<file path="src/rtl/line_sensor_adc.sv">
// Scans three IR reflectance channels on a serial ADC and thresholds each with hysteresis.
// Latency: one scan of 4 frames takes 129*CLK_DIV cycles from cs_n fall to sensor_valid.
// Backpressure: none; results are published as a one-cycle strobe and then held.
//
// Ports:
//   clk, reset         system clock; asynchronous active-high reset
//   enable             scanning permitted (a started scan always completes)
//   adc_cs_n, adc_sck  ADC chip select (active low) and serial clock (idles high)
//   adc_din, adc_dout  control bits to the ADC / conversion data from the ADC
//   line_sensor        {left, centre, right}, 1 = black (hysteresis state bits)
//   raw_l/raw_c/raw_r  last 12-bit conversion per channel
//   sensor_valid       one-cycle pulse when the outputs above update
module line_sensor_adc #(
    parameter int         CLK_DIV  = 20,     // SCLK half-period in clk cycles (>=2)
    parameter int         SCAN_GAP = 1000,   // cycles with cs_n high between scans (1..65536)
    parameter logic [2:0] CH_L     = 3'd0,
    parameter logic [2:0] CH_C     = 3'd1,
    parameter logic [2:0] CH_R     = 3'd2,
    parameter logic [11:0] THRESH  = 12'd2048,
    parameter logic [11:0] HYST    = 12'd64
) (
    input  logic        clk,
    input  logic        reset,
    input  logic        enable,
    output logic        adc_cs_n,
    output logic        adc_sck,
    output logic        adc_din,
    input  logic        adc_dout,
    output logic [2:0]  line_sensor,
    output logic [11:0] raw_l,
    output logic [11:0] raw_c,
    output logic [11:0] raw_r,
    output logic        sensor_valid
);

    typedef enum logic [2:0] {IDLE, CS_SETUP, SHIFT, CS_HOLD, GAP} state_t;

    localparam logic [15:0] DIV_LAST = 16'(CLK_DIV - 1);
    localparam logic [15:0] GAP_LAST = 16'(SCAN_GAP - 1);

    // Hysteresis levels computed 13 bits wide, then clamped to the 12-bit range.
    localparam logic [12:0] HI_SUM = {1'b0, THRESH} + {1'b0, HYST};
    localparam logic [12:0] LO_DIF = {1'b0, THRESH} - {1'b0, HYST};
    localparam logic [11:0] HI_LVL = HI_SUM[12] ? 12'hFFF : HI_SUM[11:0];
    localparam logic [11:0] LO_LVL = LO_DIF[12] ? 12'h000 : LO_DIF[11:0];

    state_t      state, state_nxt;
    logic [15:0] cnt;          // clock divider in CS_SETUP/SHIFT/CS_HOLD, gap counter in GAP
    logic [5:0]  bit_cnt;      // SCLK period within the scan: {frame[1:0], bit[3:0]}
    logic [10:0] shreg;
    logic [11:0] cap_l, cap_c, cap_r;
    logic        tick, gap_done, ctrl_bit;
    logic [2:0]  frame_addr;
    logic [7:0]  ctrl_word;
    logic [11:0] sample;

    assign tick     = (cnt == DIV_LAST);
    assign gap_done = (cnt == GAP_LAST);
    assign sample   = {shreg, adc_dout};

    function automatic logic hyst_next(input logic b, input logic [11:0] raw);
        if (!b) return (raw >= HI_LVL);
        return !(raw < LO_LVL);
    endfunction

    // Address sent in frame n selects the conversion returned in frame n+1.
    always_comb begin
        frame_addr = CH_L;
        case (bit_cnt[5:4])
            2'd0:    frame_addr = CH_L;
            2'd1:    frame_addr = CH_C;
            2'd2:    frame_addr = CH_R;
            default: frame_addr = CH_L;
        endcase
        ctrl_word = {2'b00, frame_addr, 3'b000};
        // Control word goes out MSB first on bits 0..7; bits 8..15 are zero.
        ctrl_bit  = bit_cnt[3] ? 1'b0 : ctrl_word[~bit_cnt[2:0]];
    end

    always_ff @(posedge clk or posedge reset) begin
        if (reset) state <= IDLE;
        else       state <= state_nxt;
    end

    always_comb begin
        state_nxt = state;
        case (state)
            IDLE:     if (enable) state_nxt = CS_SETUP;
            CS_SETUP: if (tick) state_nxt = SHIFT;
            // sck low at a tick means this tick is a rising edge.
            SHIFT:    if (tick && !adc_sck && bit_cnt == 6'd63) state_nxt = CS_HOLD;
            CS_HOLD:  if (tick) state_nxt = GAP;
            GAP:      if (gap_done) state_nxt = enable ? CS_SETUP : IDLE;
            default:  state_nxt = IDLE;
        endcase
    end

    always_ff @(posedge clk or posedge reset) begin
        if (reset) begin
            cnt          <= '0;
            bit_cnt      <= '0;
            shreg        <= '0;
            cap_l        <= '0;
            cap_c        <= '0;
            cap_r        <= '0;
            adc_cs_n     <= 1'b1;
            adc_sck      <= 1'b1;
            adc_din      <= 1'b0;
            line_sensor  <= 3'b000;
            raw_l        <= '0;
            raw_c        <= '0;
            raw_r        <= '0;
            sensor_valid <= 1'b0;
        end else begin
            sensor_valid <= 1'b0;
            case (state)
                IDLE: begin
                    cnt <= '0;
                    if (enable) begin
                        adc_cs_n <= 1'b0;
                        bit_cnt  <= '0;
                    end
                end
                CS_SETUP: begin
                    cnt <= tick ? 16'd0 : cnt + 16'd1;
                    if (tick) begin
                        adc_sck <= 1'b0;
                        adc_din <= ctrl_bit;
                    end
                end
                SHIFT: begin
                    cnt <= tick ? 16'd0 : cnt + 16'd1;
                    if (tick) begin
                        if (adc_sck) begin
                            adc_sck <= 1'b0;
                            adc_din <= ctrl_bit;
                        end else begin
                            adc_sck <= 1'b1;
                            bit_cnt <= bit_cnt + 6'd1;
                            // Bits 4..15 carry the result MSB first.
                            if (bit_cnt[3:0] >= 4'd4) shreg <= sample[10:0];
                            if (bit_cnt[3:0] == 4'd15) begin
                                case (bit_cnt[5:4])
                                    2'd1:    cap_l <= sample;
                                    2'd2:    cap_c <= sample;
                                    2'd3:    cap_r <= sample;
                                    default: ;  // frame 0 data is stale
                                endcase
                            end
                        end
                    end
                end
                CS_HOLD: begin
                    cnt <= tick ? 16'd0 : cnt + 16'd1;
                    if (tick) begin
                        adc_cs_n     <= 1'b1;
                        raw_l        <= cap_l;
                        raw_c        <= cap_c;
                        raw_r        <= cap_r;
                        line_sensor  <= {hyst_next(line_sensor[2], cap_l),
                                         hyst_next(line_sensor[1], cap_c),
                                         hyst_next(line_sensor[0], cap_r)};
                        sensor_valid <= 1'b1;
                    end
                end
                GAP: begin
                    cnt <= cnt + 16'd1;
                    if (gap_done) begin
                        cnt <= '0;
                        if (enable) begin
                            adc_cs_n <= 1'b0;
                            bit_cnt  <= '0;
                        end
                    end
                end
                default: cnt <= '0;
            endcase
        end
    end

endmodule

</file>
<file path="config.mk">
export PLATFORM = sky130hd
export DESIGN_NAME = line_sensor_adc
export DESIGN_NICKNAME = d
export VERILOG_FILES = /design/src/rtl/line_sensor_adc.sv
export SDC_FILE = /design/constraint.sdc
export NUM_CORES = 1
export LEC_CHECK = 0
export CELL_PAD_IN_SITES_DETAIL_PLACEMENT = 2
export CELL_PAD_IN_SITES_GLOBAL_PLACEMENT = 2
export CORE_MARGIN = 3
export CORE_UTILIZATION = 41
export DETAILED_ROUTE_END_ITERATION = 6
export PLACE_DENSITY_LB_ADDON = 0.12
export SYNTH_ARGS = -nofsm -noshare
export SYNTH_HDL_FRONTEND = slang
export SYNTH_SLANG_ARGS = --single-unit
</file>
<file path="constraint.sdc">
create_clock -name clk -period 9.55 [get_ports clk]
set_input_delay 1.91 -clock clk [delete_from_list [all_inputs] [get_ports clk]]
set_output_delay 1.91 -clock clk [all_outputs]
set_load 0.02 [all_outputs]
</file>
Yosys cells after proc, flatten, opt, wreduce, memory -nomap -nowiden
Cells that the tools add are included.
- output and inout bits: 43
- flip-flop bits (word level): 115
- mux-type cells: 48
- add/sub/neg operators: 2
- order comparisons: 8
- bitwise operators: 2
- reductions and logical operators: 21
- equality and inequality tests: 19
- operator list (operator ; number):
    $ge A12 B12 Y1 const B ; 3
    $lt A12 B11 Y1 const B ; 3
    $mux W16 ; 2
    $pmux W16 S2 ; 1
    $mux W1 ; 29
    $mux W6 ; 4
    $reduce_and A5 Y1 ; 4
    $pmux W6 S3 ; 1
    $add A16 B1 Y16 const B ; 1
    $eq A16 B10 Y1 const B ; 1
    $eq A16 B5 Y1 const B ; 1
    $ne A2 B2 Y1 const B ; 8
    $mux W3 ; 5
    $pmux W3 S5 ; 1
    $reduce_and A4 Y1 ; 3
    $add A6 B1 Y6 const B ; 1
    $eq A3 B2 Y1 const B ; 2
    $eq A6 B6 Y1 const B ; 1
    $reduce_and A3 Y1 ; 2
    $reduce_bool A3 Y1 ; 2
    $eq A2 B2 Y1 const B ; 2
    $eq A4 B4 Y1 const B ; 1
    $ge A4 B3 Y1 const B ; 1
    $logic_not A1 Y1 ; 4
    15 further kinds ; 17

Longest topological paths before layout
Gate-level depths: netlist of the first run.
- depth after elaboration: 8
- gate-level depth with buffers: 8
- gate-level depth less buffers: 6

Worst setup path after synthesis of the first run
No wires, ideal clock.
- kind: reg2out
- start: register adc_sck
- end: output port adc_sck
- buffers on the path: 0
- cell stages (with the launch flop): 1
- data arrival time: 623 ps
- slack: 7017 ps
- cells stage by stage: dfstp_2
- RTL lines (item ; RTL line ; RTL):
    from (decl) ; 26 ; output logic adc_sck,
    from (signal assigned) ; 107 ; adc_sck <= 1'b1;
    from (signal assigned) ; 127 ; adc_sck <= 1'b0;
    from (signal assigned) ; 135 ; adc_sck <= 1'b0;
No word-level cell between the ends.

Worst setup path after layout of the first run
- start: register adc_sck
- end: output port adc_sck
No word-level cell between the ends.

==> flow_summary.yaml, run 1 <==
outcome:
  status: "finished clean"
pwr:
  seq_power_share_pct: 38.9
  p_per_area_nw_per_um2: 240
  intPower_uw: 1090
  pwr-share-comb_pct: 11.3
  power.leakage_uw: 0.00308
  switching_share_pct: 26.7
  power_switching_uw: 397
  ir_drop_v: 0.000118
  p_clk_share_pct: 49.8
clock_tree:
  cts_tree: "yes"
  clkTransAtPathRegs_ns: 0.06
  post_cts_resized: 0
  cts_buffer_depth: 2
  numCtsBuffers: 17
  worstSkewPairLatency_ns: 0.41
  htree_levels: 4
  clock_sink_count: 115
  cts_hold_buf: 0
  cts_root_buffer: "clkbuf_16"
  cts_post_setup_buffers_inserted: 0
logic_synthesis:
  yosys_warnings: 0
  synth_top_area_share_pct: 57.2
  syn_area_um2: 4940
  synth_top_area_cell: "dfrtp_1"
  syn_nets: 447
  ys_ff_latch: 115
  synth_edf_count: 0
  async_flop_share_pct: 100
  avgSynthCellArea_um2: 11.2
  ys.flop_type: "dfrtp_1"
  yosysSeqAreaShare_pct: 58.3
  synth_cell_types: 48
  ys_top_cells_by_area: "dfrtp_1 (57%), nand2_1 (9.3%), mux2_1 (5.0%)"
  syn_inst: 441
worst_hold_path:
  hp-class: "flop to flop"
  min-delay-start: "raw_c[8]$_DFFE_PP0P_"
setup_path:
  worstPathArrival_ns: 1.65
  cp_slowest_stage_delay_ns: 0.63
  critPathTopFamily: "buffers and inverters"
  startpoint_type: "flop"
  setup.worst_path.end_class: "output pin"
  path_class: "flop to output pin"
  timing.rr.start: "cnt[0]$_DFF_PP0_"
  slowest_stage: "clkdlybuf4s50_1"
  path_max_fanout: 7
  crit_buf_inv: 1
  path_cells: "clkdlybuf4s50_1"
  startpoint: "adc_sck$_DFFE_PP1P_"
  worstPathRequired_ns: 7.64
sta:
  final-setup-viol-count: 0
  fin_ws_ns: 5.99
  rsz0062_at_grt: "no"
  fin_setup_tns_ns: 0
  max-slew-margin-rel_pct: 40.3
  finalCriticalPeriod_ns: 3.56
  post-route-period-util_pct: 37.3
  whs_ns: 0.465
  fmax_ghz: 0.281
  slew_viol_final: 0
  clock_skew_ns: 0.0153
  hold_viol: 0
  worst_slew_pin_slew_ns: 0.896
grt:
  antenna_found_initial: 0
  grt_usage_pct: 22.7
  grt_max_degree: 67
  gr-total-overflow: 0
  grt_pass1_wl_um: 22900
  grt_pass1_vias: 4002
floorplanning:
  die_w_um: 116
  fp.dieH_um: 116
  ios: 47
  rows: 39
  initial_core_util_pct: 42.6
  dieArea_um2: 13400
  coreArea_um2: 11600
drt:
  postRouteAntennaNets: 0
  wl_per_cell_um: 21.9
  drt_iter0_drc: 161
  vias: 3486
  routed_via_density: 5.38
  finalWirelength_um: 14200
  drt_drc_violations_left: 0
  dr.pass1.iters: 4
final_layout:
  layout_common_cells: "nand2_1 (123), dfrtp_1 (113), clkdlybuf4s50_1 (46)"
  num_antenna_cells: 0
  drive_gt1_share_pct: 15.0
  layout_commonest_cell: "nand2_1"
  final_nets: 498
  area_growth_syn_to_layout_pct: 25.2
place:
  pre_cts_ws_ns: 5.75
  gp_congestion: 0.756
  dp_hpwl_um: 8360
  port_buffers: 46
run:
  max_cap_viol_count: 0
power groups by stage:
| stage | Clock [µW] | Combinational, µW | Sequential (µW) |
|---|---|---|---|
| CTS | 751 | 171 | 579 |
| finish | 740 | 168 | 579 |
| detailed placement | 0 | 165 | 584 |
| global route | 775 | 186 | 586 |
| global placement | 0 | 154 | 580 |
| floorplan | 0 | 113 | 574 |
state kept, by name, indices dropped and copies added, names as in the netlist:
name          cells
adc_cs_n          1
adc_din           1
adc_sck           1
bit_cnt           6
cap_c            12
cap_l            12
cap_r            12
cnt              16
line_sensor       3
raw_c            12
raw_l            12
raw_r            12
sensor_valid      1
shreg            11
state             3
area by class of cell:
class | count | area [µm²]
Sequential cell | 115 | 2880
Fill cell | 1148 | 5430
Inverter | 3 | 13.8
Timing Repair Buffer | 50 | 490
Clock buffer | 19 | 453
Clock inverter | 13 | 230
Multi-Input combinational cell | 305 | 1940
Tap cell | 143 | 179
worst paths after layout:
| kind | endpoint | slack [ns] | depth (start not counted) |
|---|---|---|---|
| hold reg to reg | raw_c[8]$_DFFE_PP0P_ | 0.47 | 2 |
| hold / removal | raw_c[8]$_DFFE_PP0P_ | 0.47 | 2 |
| min in group asynchronous | raw_c[9]$_DFFE_PP0P_ | 1.99 | 2 |
| max in group asynchronous | cap_l[3]$_DFFE_PP0P_ | 6.19 | 3 |
| setup / recovery | adc_sck | 5.99 | 1 |
| setup reg to reg | cap_c[3]$_DFFE_PP0P_ | 6.92 | 6 |
worst reg2reg max path: stages, from the launching register on:
cell      delay [ns]
dfrtp_1         0.41
ha_1            0.28
nor3b_2         0.33
and4_1          0.53
and3_4          0.32
nand3b_4        0.25
mux2_4          0.39
synthesized netlist by cell type, types with 7 or more instances:
cell / count
a21oi_1: 9
buf_2: 7
dfrtp_1: 113
mux2_1: 22
mux2_2: 16
mux2_4: 10
nand2_1: 123
nand3_1: 9
nand4_1: 10
nor2_1: 27
o21ai_0: 8
xor2_1: 10
metrics by stage:
step                      util (%)  cell area (µm²)  total power, µW  cells
after global routing          53.3             6190             1550    648
after global placement        47.3             5500              735    615
after CTS                     53.2             6180             1500    647
final                         53.3             6190             1490    648
after detailed placement      47.3             5500              749    615
after floorplan                  -             4940              686    441
routing by layer:
metal / wire, µm / GRT usage, % / vias to the layer above
met2: 7590 / 40.9 / 55
met4: 225 / 7.27 / 0
met5: 0 / 0 / -
met3: 370 / 4.18 / 18
met1: 5990 / 27.3 / 1811
li1: - / - / 1602
logic make-up after synthesis:
family	Yosys count	share of synthesized area, %
simple gates	208	20.3
flops	115	58.3
mux	50	12.1
compound gates	30	3.59
buf+inv	21	2.61
xor+xnor	15	2.66
fa+ha+maj	2	0.506
(Power assumes the default switching activity.)
==> inputs of run 2 (changes only) <==
--- a/config.mk
+++ b/config.mk
@@ -8,7 +8,7 @@
 export CELL_PAD_IN_SITES_DETAIL_PLACEMENT = 2
 export CELL_PAD_IN_SITES_GLOBAL_PLACEMENT = 2
 export CORE_MARGIN = 3
-export CORE_UTILIZATION = 41
+export CORE_UTILIZATION = 38
 export DETAILED_ROUTE_END_ITERATION = 6
 export PLACE_DENSITY_LB_ADDON = 0.12
 export SYNTH_ARGS = -nofsm -noshare
==> constraint.sdc (replaced) <==
create_clock -name clk -period 3.5 [get_ports clk]
set_input_delay 0.7 -clock clk [delete_from_list [all_inputs] [get_ports clk]]
set_output_delay 0.7 -clock clk [all_outputs]
set_load 0.02 [all_outputs]
==> flow_summary.yaml, run 2 (synthesized netlist as in run 1, its figures left out) <==
sta:
  finalCriticalPeriod_ns: 2.64
  clock_skew_ns: 0.00490
  post-route-period-util_pct: 75.3
  whs_ns: 0.467
  max-slew-margin-rel_pct: 26.8
  final-setup-viol-count: 0
  hold_viol: 0
  fin_setup_tns_ns: 0
  slew_viol_final: 0
  worst_slew_pin_slew_ns: 1.09
  fmax_ghz: 0.379
  rsz0062_at_grt: "no"
grt:
  antenna_found_initial: 0
  grt_use_met3_pct: 4.71
  grtUsageMet2_pct: 33.9
  gr-total-overflow: 0
  grt_busiest_layer: "met2"
  grt_pass1_wl_um: 21300
  grt_usage_pct: 19.5
  grt_pass1_vias: 3907
  met1_usage_pct: 23.1
  grt_max_degree: 116
final_layout:
  top_register: "cnt"
  regArea_um2: 2880
  drive_gt1_share_pct: 14.9
  layout_commonest_cell: "nand2_1"
  layout_common_cells: "nand2_1 (123), dfrtp_1 (113), clkdlybuf4s50_1 (46)"
  final_cells: 676
  final_nets: 497
  nFillCells: 1306
  multi_input_comb_area_um2: 1940
  largest_register_ffs: 16
  num_antenna_cells: 0
  area_growth_syn_to_layout_pct: 24.4
floorplanning:
  rows: 41
  coreArea_um2: 12700
  die_w_um: 120
  ios: 47
  dieArea_um2: 14400
  initial_core_util_pct: 39.0
  fp.dieH_um: 120
drt:
  drt_iter0_drc: 162
  wl_per_cell_um: 18.8
  finalWirelength_um: 12700
  dr.pass1.iters: 4
  postRouteAntennaNets: 0
  drt_drc_violations_left: 0
  routed_via_density: 5.10
  vias: 3445
worst_hold_path:
  hp-class: "flop to flop"
setup_path:
  path_max_fanout: 11
  setup.worst_path.end_class: "flop"
  worstPathArrival_ns: 2.92
  startpoint_type: "flop"
  r2r_slack_ns: 0.86
  worstPathRequired_ns: 3.79
  path_class: "flop to flop"
place:
  gp_congestion: 0.757
  dp_hpwl_um: 8310
  dp_cells: 644
  port_buffers: 46
clock_tree:
  worstSkewPairLatency_ns: 0.41
  clkTransAtPathRegs_ns: 0.05
  cts_tree: "yes"
  htree_levels: 4
  clock_sink_count: 115
  cts_buffer_depth: 2
  cts_root_buffer: "clkbuf_16"
  cts_post_setup_buffers_inserted: 0
  numCtsBuffers: 17
  cts_hold_buf: 0
  post_cts_resized: 0
pwr:
  p_per_area_nw_per_um2: 614
  power.leakage_uw: 0.00306
  ir_drop_v: 0.000293
outcome:
  status: "finished clean"
run:
  max_cap_viol_count: 0
## run 2: changes by cell type in the layout (fill, tap and decap cells not counted), sizes merged
| cell | before | now |
|---|---|---|
| bufinv | 6 | 3 |
| clkbuf | 19 | 20 |
| clkinv | 4 | 9 |
| inv | 3 | 2 |
| buf | 4 | 3 |
| clkinvlp | 3 | 1 |
## run 2: worst max-delay path, cell delays in order (launching register included)
cell and delay [ns]:
dfrtp_1 0.40, ha_1 0.27, nor3b_2 0.31, and4_1 0.48, o211ai_1 0.53, mux2_1 0.51
## run 2: power breakdown
part	total (µW)	internal, µW	leakage (µW)	switching [µW]
sequential	1570	1430	0.00157	142
clock	1760	1160	0.000309	599
combinational	440	171	0.00118	269
total	3780	2770	0.00306	1010
## run 2: per-layer routing
| layer | part of all wire, % | routed length [µm] |
|---|---|---|
| met1 | 42 | 5370 |
| met2 | 53 | 6740 |
| met3 | 2.8 | 356 |
| met4 | 1.8 | 232 |
| met5 | 0 | 0 |
## run 2: through the flow
stage / utilization [%] / instance area (µm²) / power (µW) / setup WS (ns)
after CTS: 48.5 / 6150 / 3830 / 0.840
after global routing: 48.5 / 6150 / 3950 / 0.636
after detailed placement: 43.8 / 5550 / 2040 / 0.871
final: 48.5 / 6150 / 3780 / 0.863
after global placement: 43.8 / 5550 / 2010 / 0.989
after floorplan: - / 4950 / 1870 / 1.40
## run 2: final timing paths
kind,from,to,depth (start not counted)
worst max-delay path,cnt[0]$_DFF_PP0_,shreg[1]$_DFFE_PP0P_,5
worst max register to register,cnt[0]$_DFF_PP0_,shreg[1]$_DFFE_PP0P_,5
max in group asynchronous,reset,cnt[10]$_DFF_PP0_,3
worst min register to register,raw_l[8]$_DFFE_PP0P_,raw_l[8]$_DFFE_PP0P_,2
min in group asynchronous,reset,raw_c[0]$_DFFE_PP0P_,3
worst min-delay path,raw_l[8]$_DFFE_PP0P_,raw_l[8]$_DFFE_PP0P_,2
## run 2: area by class of cell
| type | instances | area share (%) |
|---|---|---|
| sequential | 115 | 46.8 |
| multi-input combinational | 305 | 31.6 |
| clock inverter | 12 | 2.20 |
| timing repair buffer | 49 | 8.06 |
| clock buffer | 20 | 7.59 |
| tap | 172 | 3.50 |
| inverter | 3 | 0.244 |
==> inputs of run 3 (changes only) <==
--- a/config.mk
+++ b/config.mk
@@ -8,7 +8,7 @@
 export CELL_PAD_IN_SITES_DETAIL_PLACEMENT = 2
 export CELL_PAD_IN_SITES_GLOBAL_PLACEMENT = 2
 export CORE_MARGIN = 3
-export CORE_UTILIZATION = 38
+export CORE_UTILIZATION = 34
 export DETAILED_ROUTE_END_ITERATION = 6
 export PLACE_DENSITY_LB_ADDON = 0.12
 export SYNTH_ARGS = -nofsm -noshare
==> constraint.sdc (replaced) <==
create_clock -name clk -period 2.32 [get_ports clk]
set_input_delay 0.464 -clock clk [delete_from_list [all_inputs] [get_ports clk]]
set_output_delay 0.464 -clock clk [all_outputs]
set_load 0.02 [all_outputs]
==> flow_summary.yaml, run 3 (synthesized netlist as in run 1, its figures left out) <==
setup_path:
  worstPathArrival_ns: 2.48
  path_class: "flop to flop"
  setup.worst_path.end_class: "flop"
  startpoint_type: "flop"
  worstPathRequired_ns: 2.60
  path_max_fanout: 12
final_layout:
  largest_register_ffs: 16
  top_register: "cnt"
  num_antenna_cells: 0
  layout_common_cells: "nand2_1 (123), dfrtp_1 (113), clkdlybuf4s50_1 (46)"
  layout_commonest_cell: "nand2_1"
  utilization_pct: 45.0
  area_growth_syn_to_layout_pct: 27.7
  final_nets: 509
  drive_gt1_share_pct: 16.7
grt:
  antenna_found_initial: 0
  grt_usage_pct: 16.9
  grt_max_degree: 42
  grt_pass1_wl_um: 21100
  grt_pass1_vias: 3972
  gr-total-overflow: 0
drt:
  drt_iter0_drc: 90
  drt_drc_violations_left: 0
  finalWirelength_um: 12400
  vias: 3524
  wl_per_cell_um: 17.9
  dr.pass1.iters: 5
  postRouteAntennaNets: 0
  routed_via_density: 5.07
pwr:
  total_power_uw: 5840
  ir_drop_v: 0.000436
  p_per_area_nw_per_um2: 924
  power.leakage_uw: 0.00312
floorplanning:
  die_w_um: 127
  rows: 43
  initial_core_util_pct: 35.2
  ios: 47
  dieArea_um2: 16000
  coreArea_um2: 14000
  fp.dieH_um: 127
clock_tree:
  cts_root_buffer: "clkbuf_16"
  clock_sink_count: 115
  cts_tree: "yes"
  clkTransAtPathRegs_ns: 0.06
  cts_buffer_depth: 2
  worstSkewPairLatency_ns: 0.42
  numCtsBuffers: 17
  htree_levels: 4
sta:
  worst_slew_pin_slew_ns: 0.549
  finalCriticalPeriod_ns: 2.19
  fmax_ghz: 0.456
  clock_skew_ns: 0.00982
  max-slew-margin-rel_pct: 63.3
  fin_ws_ns: 0.129
  rsz0062_at_grt: "no"
  fin_setup_tns_ns: 0
  post-route-period-util_pct: 94.4
  hold_viol: 0
  slew_viol_final: 0
  whs_ns: 0.454
  final-setup-viol-count: 0
place:
  pre_cts_ws_ns: 0.0464
  port_buffers: 46
  dp_hpwl_um: 8570
  gp_congestion: 0.764
outcome:
  status: "finished clean"
run:
  max_cap_viol_count: 0
worst_hold_path:
  hp-class: "input port to asynchronous set/reset pin"
run 3: cell count changes in the layout (fill, tap and decap cells not counted), sizes merged:
cell | previous run | this run
clkinvlp | 1 | 4
clkinv | 9 | 3
buf | 3 | 15
clkbuf | 20 | 22
run 3: worst max-delay path: stages (launching register included):
cell and delay (ns):
dfrtp_1 0.44, nor4_4 0.41, and4_2 0.34, and3_4 0.24, nand2_2 0.22, mux2_1 0.41
run 3: stage by stage:
step	std cells	cell area (µm²)
after floorplan	441	4950
after global placement	664	5680
after detailed placement	664	5680
after CTS	695	6300
after global routing	695	6310
final	695	6310
run 3: path summary, 6_finish.rpt:
kind,slack (ns),to,cells past startpoint,startpoint
max,0.13,cap_l[3]$_DFFE_PP0P_,5,cnt[13]$_DFF_PP0_
min,0.45,cap_c[6]$_DFFE_PP0P_,2,reset
max reg2reg,0.13,cap_l[3]$_DFFE_PP0P_,5,cnt[13]$_DFF_PP0_
min reg2reg,0.47,raw_c[6]$_DFFE_PP0P_,2,raw_c[6]$_DFFE_PP0P_
max in group asynchronous,1.23,raw_l[11]$_DFFE_PP0P_,3,reset
min in group clk,0.47,raw_c[6]$_DFFE_PP0P_,2,raw_c[6]$_DFFE_PP0P_
run 3: where the power goes:
group | internal [µW] | total (µW) | switching, µW
Combinational | 343 | 781 | 438
Clock | 1790 | 2680 | 896
Sequential | 2160 | 2370 | 211
run 3: timing repair:
item / CTS / global route
resized for setup: 1 / 2
hold buffers: 0 / 0
setup buffers: 0 / 0
pin swaps: 0 / 0
endpoints found under the setup margin: 5 / 17
run 3: per-layer routing:
layer	vias up	routed length [µm]	global-route usage, %	share of wire [%]
met2	48	6890	30.5	55
met3	11	378	4.63	3.0
met5	-	0	0	0
met1	1841	5020	19.3	40
met4	0	159	5.30	1.3
li1	1624	-	-	-
run 3: cell type report:
type,instances,area (µm²)
clock buffer,22,484
clock inverter,9,128
fill,1428,7730
inverter,3,15.0
multi-input combinational,305,1960
sequential,115,2880
tap,180,225
timing repair buffer,61,623
